===== src/rtl/aes_engine_sched.sv =====
// Job scheduler between the command path and the AES cipher/decipher engines.
// Dispatches one block job at a time, muxes the round-key SRAM port and buffers one result.
module aes_engine_sched #(
  parameter int unsigned BLK_S       = 128,
  parameter int unsigned KEY_W       = 128,
  parameter int unsigned NB_W        = 4,
  parameter int unsigned WDOG_CYCLES = 64
) (
  input  logic             clk,
  input  logic             reset,
  input  logic             in_valid,
  output logic             in_ready,
  input  logic [BLK_S-1:0] in_block,
  input  logic             in_decrypt,
  input  logic [NB_W-1:0]  in_rounds_total,
  output logic             cph_en,
  output logic [BLK_S-1:0] cph_blk,
  output logic [NB_W-1:0]  cph_rounds_total,
  input  logic [NB_W-1:0]  cph_round_key_no,
  input  logic             cph_en_o,
  input  logic [BLK_S-1:0] cph_result,
  output logic             dec_en,
  output logic [BLK_S-1:0] dec_blk,
  output logic [NB_W-1:0]  dec_rounds_total,
  input  logic [NB_W-1:0]  dec_round_key_no,
  input  logic             dec_en_o,
  input  logic [BLK_S-1:0] dec_result,
  output logic [NB_W-1:0]  key_addr,
  output logic             out_valid,
  input  logic             out_ready,
  output logic [BLK_S-1:0] out_block,
  output logic             out_err
);

  localparam int unsigned WdogW = $clog2(WDOG_CYCLES + 1);

  // Round keys are XORed straight into the state, so the widths must agree.
  if (KEY_W != BLK_S) begin : g_key_w_check
    $error("KEY_W must equal BLK_S");
  end

  typedef enum logic [1:0] {StIdle, StStart, StRun, StDone} state_e;

  logic [1:0]       rst_sync_q;
  logic             rst_n;
  state_e           state_q;
  logic             dir_q;
  logic             in_ready_q;
  logic             cph_en_q;
  logic             dec_en_q;
  logic [BLK_S-1:0] cph_blk_q;
  logic [BLK_S-1:0] dec_blk_q;
  logic [NB_W-1:0]  cph_rt_q;
  logic [NB_W-1:0]  dec_rt_q;
  logic [NB_W-1:0]  key_addr_q;
  logic [WdogW-1:0] wdog_q;
  logic [WdogW-1:0] wdog_nxt;
  logic             out_valid_q;
  logic             out_err_q;
  logic [BLK_S-1:0] out_block_q;

  logic             rounds_legal;
  logic [NB_W-1:0]  sel_key_no;
  logic             sel_done;
  logic [BLK_S-1:0] sel_result;

  // Reset asserts immediately but releases only after two clean clock edges.
  always_ff @(posedge clk or negedge reset) begin
    if (!reset) begin
      rst_sync_q <= 2'b00;
    end else begin
      rst_sync_q <= {rst_sync_q[0], 1'b1};
    end
  end
  assign rst_n = rst_sync_q[1];

  assign rounds_legal = (in_rounds_total == NB_W'(10)) ||
                        (in_rounds_total == NB_W'(12)) ||
                        (in_rounds_total == NB_W'(14));

  assign sel_key_no = dir_q ? dec_round_key_no : cph_round_key_no;
  assign sel_done   = dir_q ? dec_en_o : cph_en_o;
  assign sel_result = dir_q ? dec_result : cph_result;
  assign wdog_nxt   = wdog_q + WdogW'(1);

  // Outside RUN the SRAM address is frozen so idle engines cannot disturb it.
  assign key_addr = (state_q == StRun) ? sel_key_no : key_addr_q;

  always_ff @(posedge clk or negedge rst_n) begin
    if (!rst_n) begin
      state_q     <= StIdle;
      dir_q       <= 1'b0;
      in_ready_q  <= 1'b0;
      cph_en_q    <= 1'b0;
      dec_en_q    <= 1'b0;
      cph_blk_q   <= '0;
      dec_blk_q   <= '0;
      cph_rt_q    <= '0;
      dec_rt_q    <= '0;
      key_addr_q  <= '0;
      wdog_q      <= '0;
      out_valid_q <= 1'b0;
      out_err_q   <= 1'b0;
      out_block_q <= '0;
    end else begin
      cph_en_q <= 1'b0;
      dec_en_q <= 1'b0;
      unique case (state_q)
        StIdle: begin
          in_ready_q <= 1'b1;
          if (in_valid && in_ready_q) begin
            in_ready_q <= 1'b0;
            if (rounds_legal) begin
              dir_q  <= in_decrypt;
              wdog_q <= '0;
              if (in_decrypt) begin
                dec_blk_q <= in_block;
                dec_rt_q  <= in_rounds_total;
                dec_en_q  <= 1'b1;
              end else begin
                cph_blk_q <= in_block;
                cph_rt_q  <= in_rounds_total;
                cph_en_q  <= 1'b1;
              end
              state_q <= StStart;
            end else begin
              out_valid_q <= 1'b1;
              out_err_q   <= 1'b1;
              out_block_q <= '0;
              state_q     <= StDone;
            end
          end
        end
        StStart: begin
          wdog_q  <= '0;
          state_q <= StRun;
        end
        StRun: begin
          key_addr_q <= sel_key_no;
          wdog_q     <= wdog_nxt;
          // A done pulse in the expiry cycle still counts as a good result.
          if (sel_done) begin
            out_block_q <= sel_result;
            out_err_q   <= 1'b0;
            out_valid_q <= 1'b1;
            state_q     <= StDone;
          end else if (wdog_nxt == WdogW'(WDOG_CYCLES - 1)) begin
            out_block_q <= '0;
            out_err_q   <= 1'b1;
            out_valid_q <= 1'b1;
            state_q     <= StDone;
          end
        end
        StDone: begin
          if (out_ready) begin
            out_valid_q <= 1'b0;
            in_ready_q  <= 1'b1;
            state_q     <= StIdle;
          end
        end
      endcase
    end
  end

  assign in_ready         = in_ready_q;
  assign cph_en           = cph_en_q;
  assign dec_en           = dec_en_q;
  assign cph_blk          = cph_blk_q;
  assign dec_blk          = dec_blk_q;
  assign cph_rounds_total = cph_rt_q;
  assign dec_rounds_total = dec_rt_q;
  assign out_valid        = out_valid_q;
  assign out_err          = out_err_q;
  assign out_block        = out_block_q;

endmodule

===== config.mk =====
export PLATFORM = sky130hd
export DESIGN_NAME = aes_engine_sched
export DESIGN_NICKNAME = d
export VERILOG_FILES = /design/src/rtl/aes_engine_sched.sv
export SDC_FILE = /design/constraint.sdc
export NUM_CORES = 1
export LEC_CHECK = 0
export ABC_CLOCK_PERIOD_IN_PS = 13300
export CAP_MARGIN = 20
export CORE_AREA = 2 2 311 313
export DETAILED_ROUTE_END_ITERATION = 8
export DIE_AREA = 0 0 313 315
export SYNTH_ARGS = -nofsm -noshare
export SYNTH_HDL_FRONTEND = slang
export SYNTH_SLANG_ARGS = --single-unit
export TNS_END_PERCENT = 1

===== constraint.sdc =====
create_clock -name clk -period 13.3 [get_ports clk]
set_input_delay 1.995 -clock clk [delete_from_list [all_inputs] [get_ports clk]]
set_output_delay 1.995 -clock clk [all_outputs]
set_load 0.01 [all_outputs]

Word-level counts from Yosys, hierarchy flattened
Index checks and enable logic that the tools add are counted.
{"block": "word_totals", "out_inout_bits": 401, "mem_count": 0, "romBits": 0, "inputBits": 403, "latchBits": 0, "ramBits": 0, "register_bits": 413}
{"block": "classes", "n_div": 0, "n_addsub": 1, "n_mux": 37, "shifts": 0, "order_cmp": 0, "n_reduce_logical": 16, "n_eq_ne": 12, "bitwise_logic": 1, "mul": 0}
{"op": "two-way mux 128 bit", "count": 5}
{"op": "case mux 128 bit (2 select lines)", "count": 1}
{"op": "case mux 7 bit (3 select lines)", "count": 1}
{"op": "two-way mux 1 bit", "count": 17}
{"op": "two-way mux 7 bit", "count": 2}
{"op": "equality test 4 bit (second input constant)", "count": 3}
{"op": "AND reduction 4 bit", "count": 3}
{"op": "two-way mux 2 bit", "count": 5}
{"op": "AND reduction 3 bit", "count": 3}
{"op": "two-way mux 4 bit", "count": 2}
{"op": "!= test 2 bit (second input constant)", "count": 4}
{"op": "case mux 2 bit (4 select lines)", "count": 1}
{"op": "adder 7 x 1 -> 7 bit (second input constant)", "count": 1}
{"op": "equality test 7 x 6 -> 1 bit (second input constant)", "count": 1}
{"op": "nonzero test 3 bit", "count": 2}
{"op": "AND reduction 5 bit", "count": 1}
{"op": "equality test 2 bit (second input constant)", "count": 2}
{"op": "case mux 1 bit (2 select lines)", "count": 2}
{"op": "nonzero test 2 bit", "count": 2}
{"op": "!= test 3 x 2 -> 1 bit (second input constant)", "count": 1}
{"op": "case mux 1 bit (3 select lines)", "count": 1}
{"op": "equality test 2 x 1 -> 1 bit (second input constant)", "count": 1}
{"op": "zero test 2 bit", "count": 1}
{"op": "logical OR 1 bit", "count": 2}
{"op": "3 further kinds", "count": 3}

Depth between registers and ports, before layout
{"block": "depth", "ltp_word": 6, "depth_mapped": 10}

Worst setup path after synthesis
Ideal clock, no wire load.
{"block": "synth_path", "path_type": "input to output", "startpoint": "input dec_round_key_no[0]", "endpoint": "output key_addr[0]", "path_buffers": 0, "t_arrival_ps": 2322, "slack_ps": 8983, "stages": 2, "path_cell_list": "mux2i_1 a21oi_1"}
{"block": "synth_between", "elab_chain_cells": 2}
{"item": "start: declaration", "line_no": "25", "rtl": "input logic [NB_W-1:0] dec_round_key_no,"}
{"item": "two-way mux 4 bit", "line_no": "81", "rtl": "assign sel_key_no = dir_q ? dec_round_key_no : cph_round_key_no;"}
{"item": "two-way mux 4 bit"}
{"item": "end: declaration", "line_no": "28", "rtl": "output logic [NB_W-1:0] key_addr,"}
No other way between the ends.

Worst setup path in the final report
{"block": "layout_path", "startpoint": "input cph_round_key_no[0]", "endpoint": "output key_addr[0]"}
{"block": "layout_between", "elab_chain_cells": 2}
{"item": "start: declaration", "line_no": "19", "rtl": "input logic [NB_W-1:0] cph_round_key_no,"}
{"item": "two-way mux 4 bit", "line_no": "81"}
{"item": "two-way mux 4 bit"}
No other way between the ends.

==> run metrics <==
dominant delay contributor by cell family on the critical path buffers and inverters; Hold Buf Count CTS 0; pin count of the biggest net entering global routing about 170; I/O pin count about 800; total clock sinks between 400 and 500; Final Hold Viols 0; DP HPWL 50.6 mm; status complete, no violations; TritonCTS clock tree yes; Syn Inst Count 1531; normalized max-slew margin 28.6%; max-slew violation count 0; CORE AREA ~96000 µm²; Async SR Flop Fraction 100%; Post-Syn Area around 18000 µm²; global route overflow 0; crit path capture type output port; Setup Fix Bufs, Post-CTS 0; Peak Freq around 0.18 GHz; Post-synth top flop dfrtp_1; startpoint types primary input; synth top area cells dfrtp_1, nand2_1, mux2_2; DRC Markers 0; Sum Neg Setup Slack 0 ps; ant diodes 0; Net Count, Synth just under 2000; Yosys reg bits approximately 410; number of global-route vias before repair ~15000; Critical Path, Cell by Cell clkdlybuf4s50_1, mux2i_1, a21oi_1, clkdlybuf4s50_1; DRT iter0 DRCs slightly below 800; Bufs on Longest Clock Path 3; Design Power 5.91 mW; first-pass GRT wire length ~100 mm; cell taking the most area after synthesis dfrtp_1; initial core utilization 18.3%; most frequent cells after synthesis dfrtp_1, nand2_1, nor2_1; critical path type primary input to output port; Die H approximately 320 µm; CP dominant cell by count clkdlybuf4s50_1; Hold Crit Class flop to flop; number of vias per cell just over 4; nets@finish ~2700; slowest stage delay, CP 660 ps; crit-path max FO 2; GPL Wtd Cong 0.817; drt pass-1 iters 7; Clock Latency Late Sink about 600 ps; Final Skew approximately 25 ps; VDD IR-drop max around 0.14 mV; final setup fails 0; layout cells sized above 1 about a tenth; Bufs and invs on worst path 2; Clk Tree Root Cell clkbuf_16; antenna viol nets, final 0; drt wl/cell about 20 µm; Post-synth EDFFs 0; register area share after synthesis 59.0%; Die Wd roughly 310 µm; port buffer count ~800; Pleak ~12 nW; clock slew at reported path FFs 50 ps; crit path time final 5460 ps; via count about 15000; Die ar. roughly 99000 µm²; total CTS buffers 51; most numerous cell in the Yosys netlist dfrtp_1; Most Crowded Layer GR met2; routing usage on met2 22.7%; Unique masters post-synth 41; max-cap violations 0; met3 usage roughly 4.9%; fin util between 20% and 30%; Worst Hold Margin 350 ps; Ys Warns 0; worst slew pin tran between 1000 and 1500 ps; post-synth top area share around 59%; Avg Cell Area, Syn 11.4 µm²; GRT Total Usage about 14%; RSZ-0062 raised after global routing no; crit path DAT around 3500 ps; Routed Wire Length between 70 and 80 mm; pwr/cell area roughly 210 nW/µm²; final period utilization roughly two fifths; slowest CP cell clkdlybuf4s50_1; CTS-repair resized insts 0; initial antenna violation count 2; WP data required approximately 11000 ps; H-tree level count 2; filler cell count about 10000; area grow syn2layout 62.7%; number of placement rows ~110; global routing met1 resource utilization between 10% and 20%
worst reg2reg max path, stage by stage, from the launching register on:
cell and delay (ps):
dfrtp_1 380, inv_1 100, ha_1 280, o211ai_1 200, nor2_1 170, nand3_1 150
nor2_4 490, buf_4 810, buf_4 810, mux2_2 520
per-layer routing:
metal | vias up | wire, µm
li1 | 6808 | -
met1 | 7255 | 28700
met2 | 559 | 33700
met3 | 86 | 6060
met4 | 0 | 1650
met5 | - | 0
final cells by class:
type | count | area [µm²] | area share (%)
Tap cell | 1276 | 1600 | 5.60
Timing Repair Buffer | 819 | 8180 | 28.7
Inverter | 8 | 32.5 | 0.114
Clock inverter | 14 | 258 | 0.904
Sequential cell | 413 | 10300 | 36.3
Clock buffer | 74 | 1480 | 5.20
Multi-Input combinational cell | 994 | 6610 | 23.2
state kept, by name (all words and copies together), names as in the netlist:
name,flops
cph_blk,128
cph_en,1
cph_rounds_total,4
dec_blk,128
dec_en,1
dec_rounds_total,4
dir_q,1
in_ready,1
key_addr_q,4
out_block,128
out_err,1
out_valid,1
rst_sync_q,2
state_q,2
wdog_q,7
power breakdown:
part | switching (mW) | total (mW) | internal, mW
logic | 1.16 | 2.46 | 1.29
registers | 0.284 | 2.00 | 1.72
clock network | 0.569 | 1.46 | 0.887
total | 2.02 | 5.91 | 3.90
cell usage in the layout (no fill, tap or decap), types with 2 or more instances in the layout:
| cell | count |
|---|---|
| clkdlybuf4s50_1 | 803 |
| dfrtp_1 | 411 |
| nand2_1 | 400 |
| nor2_1 | 134 |
| mux2i_1 | 133 |
| mux2_2 | 131 |
| a32o_1 | 128 |
| clkbuf_16 | 51 |
| buf_4 | 14 |
| o21ai_0 | 13 |
| clkbuf_8 | 12 |
| clkbuf_1 | 11 |
| inv_1 | 7 |
| a21oi_1 | 6 |
| bufinv_16 | 6 |
| ha_1 | 5 |
| nand2b_1 | 4 |
| nand3_1 | 3 |
| and2_1 | 3 |
| a22o_1 | 3 |
| clkinv_4 | 3 |
| nor3_1 | 2 |
| or3_1 | 2 |
| a21boi_0 | 2 |
| a21o_1 | 2 |
| or2_2 | 2 |
| o22a_1 | 2 |
| clkinv_8 | 2 |
| clkinv_2 | 2 |
| dfrtp_4 | 2 |
| buf_12 | 2 |
stage by stage:
step | setup WS (ps) | area, µm² | cells
floorplan | 937 | 17500 | 1531
global placement | 7450 | 26800 | 3510
detailed placement | 7500 | 26800 | 3510
CTS | 7780 | 28500 | 3598
global route | 7750 | 28500 | 3598
finish | 7840 | 28500 | 3598
final timing paths:
kind,start,end,depth (start not counted),slack (ps)
max,cph_round_key_no[0],key_addr[0],4,7840
min,rst_sync_q[0]$_DFF_PN0_,rst_sync_q[1]$_DFF_PN0_,0,350
max reg2reg,state_q[0]$_DFFE_PN0P_,cph_blk[35]$_DFFE_PN0P_,9,9270
min reg2reg,rst_sync_q[0]$_DFF_PN0_,rst_sync_q[1]$_DFF_PN0_,0,350
max in group asynchronous,rst_sync_q[1]$_DFF_PN0_,out_block[26]$_DFFE_PN0P_,2,10450
min in group asynchronous,rst_sync_q[1]$_DFF_PN0_,cph_blk[50]$_DFFE_PN0P_,0,440
cells by family (layout without fill, tap and decap cells):
group / count (synthesis) / in the layout / synth area share (%)
compound gates: 165 / 165 / 8.79
simple gates: 557 / 557 / 12.2
flops: 413 / 413 / 59.0
fa+ha+maj: 5 / 5 / 0.357
other cells: 1 / 1 / 0.0214
mux: 264 / 264 / 16.0
buf+inv: 124 / 915 / 3.51
xor+xnor: 2 / 2 / 0.100
No activity file was read; power rests on OpenSTA's default activity.
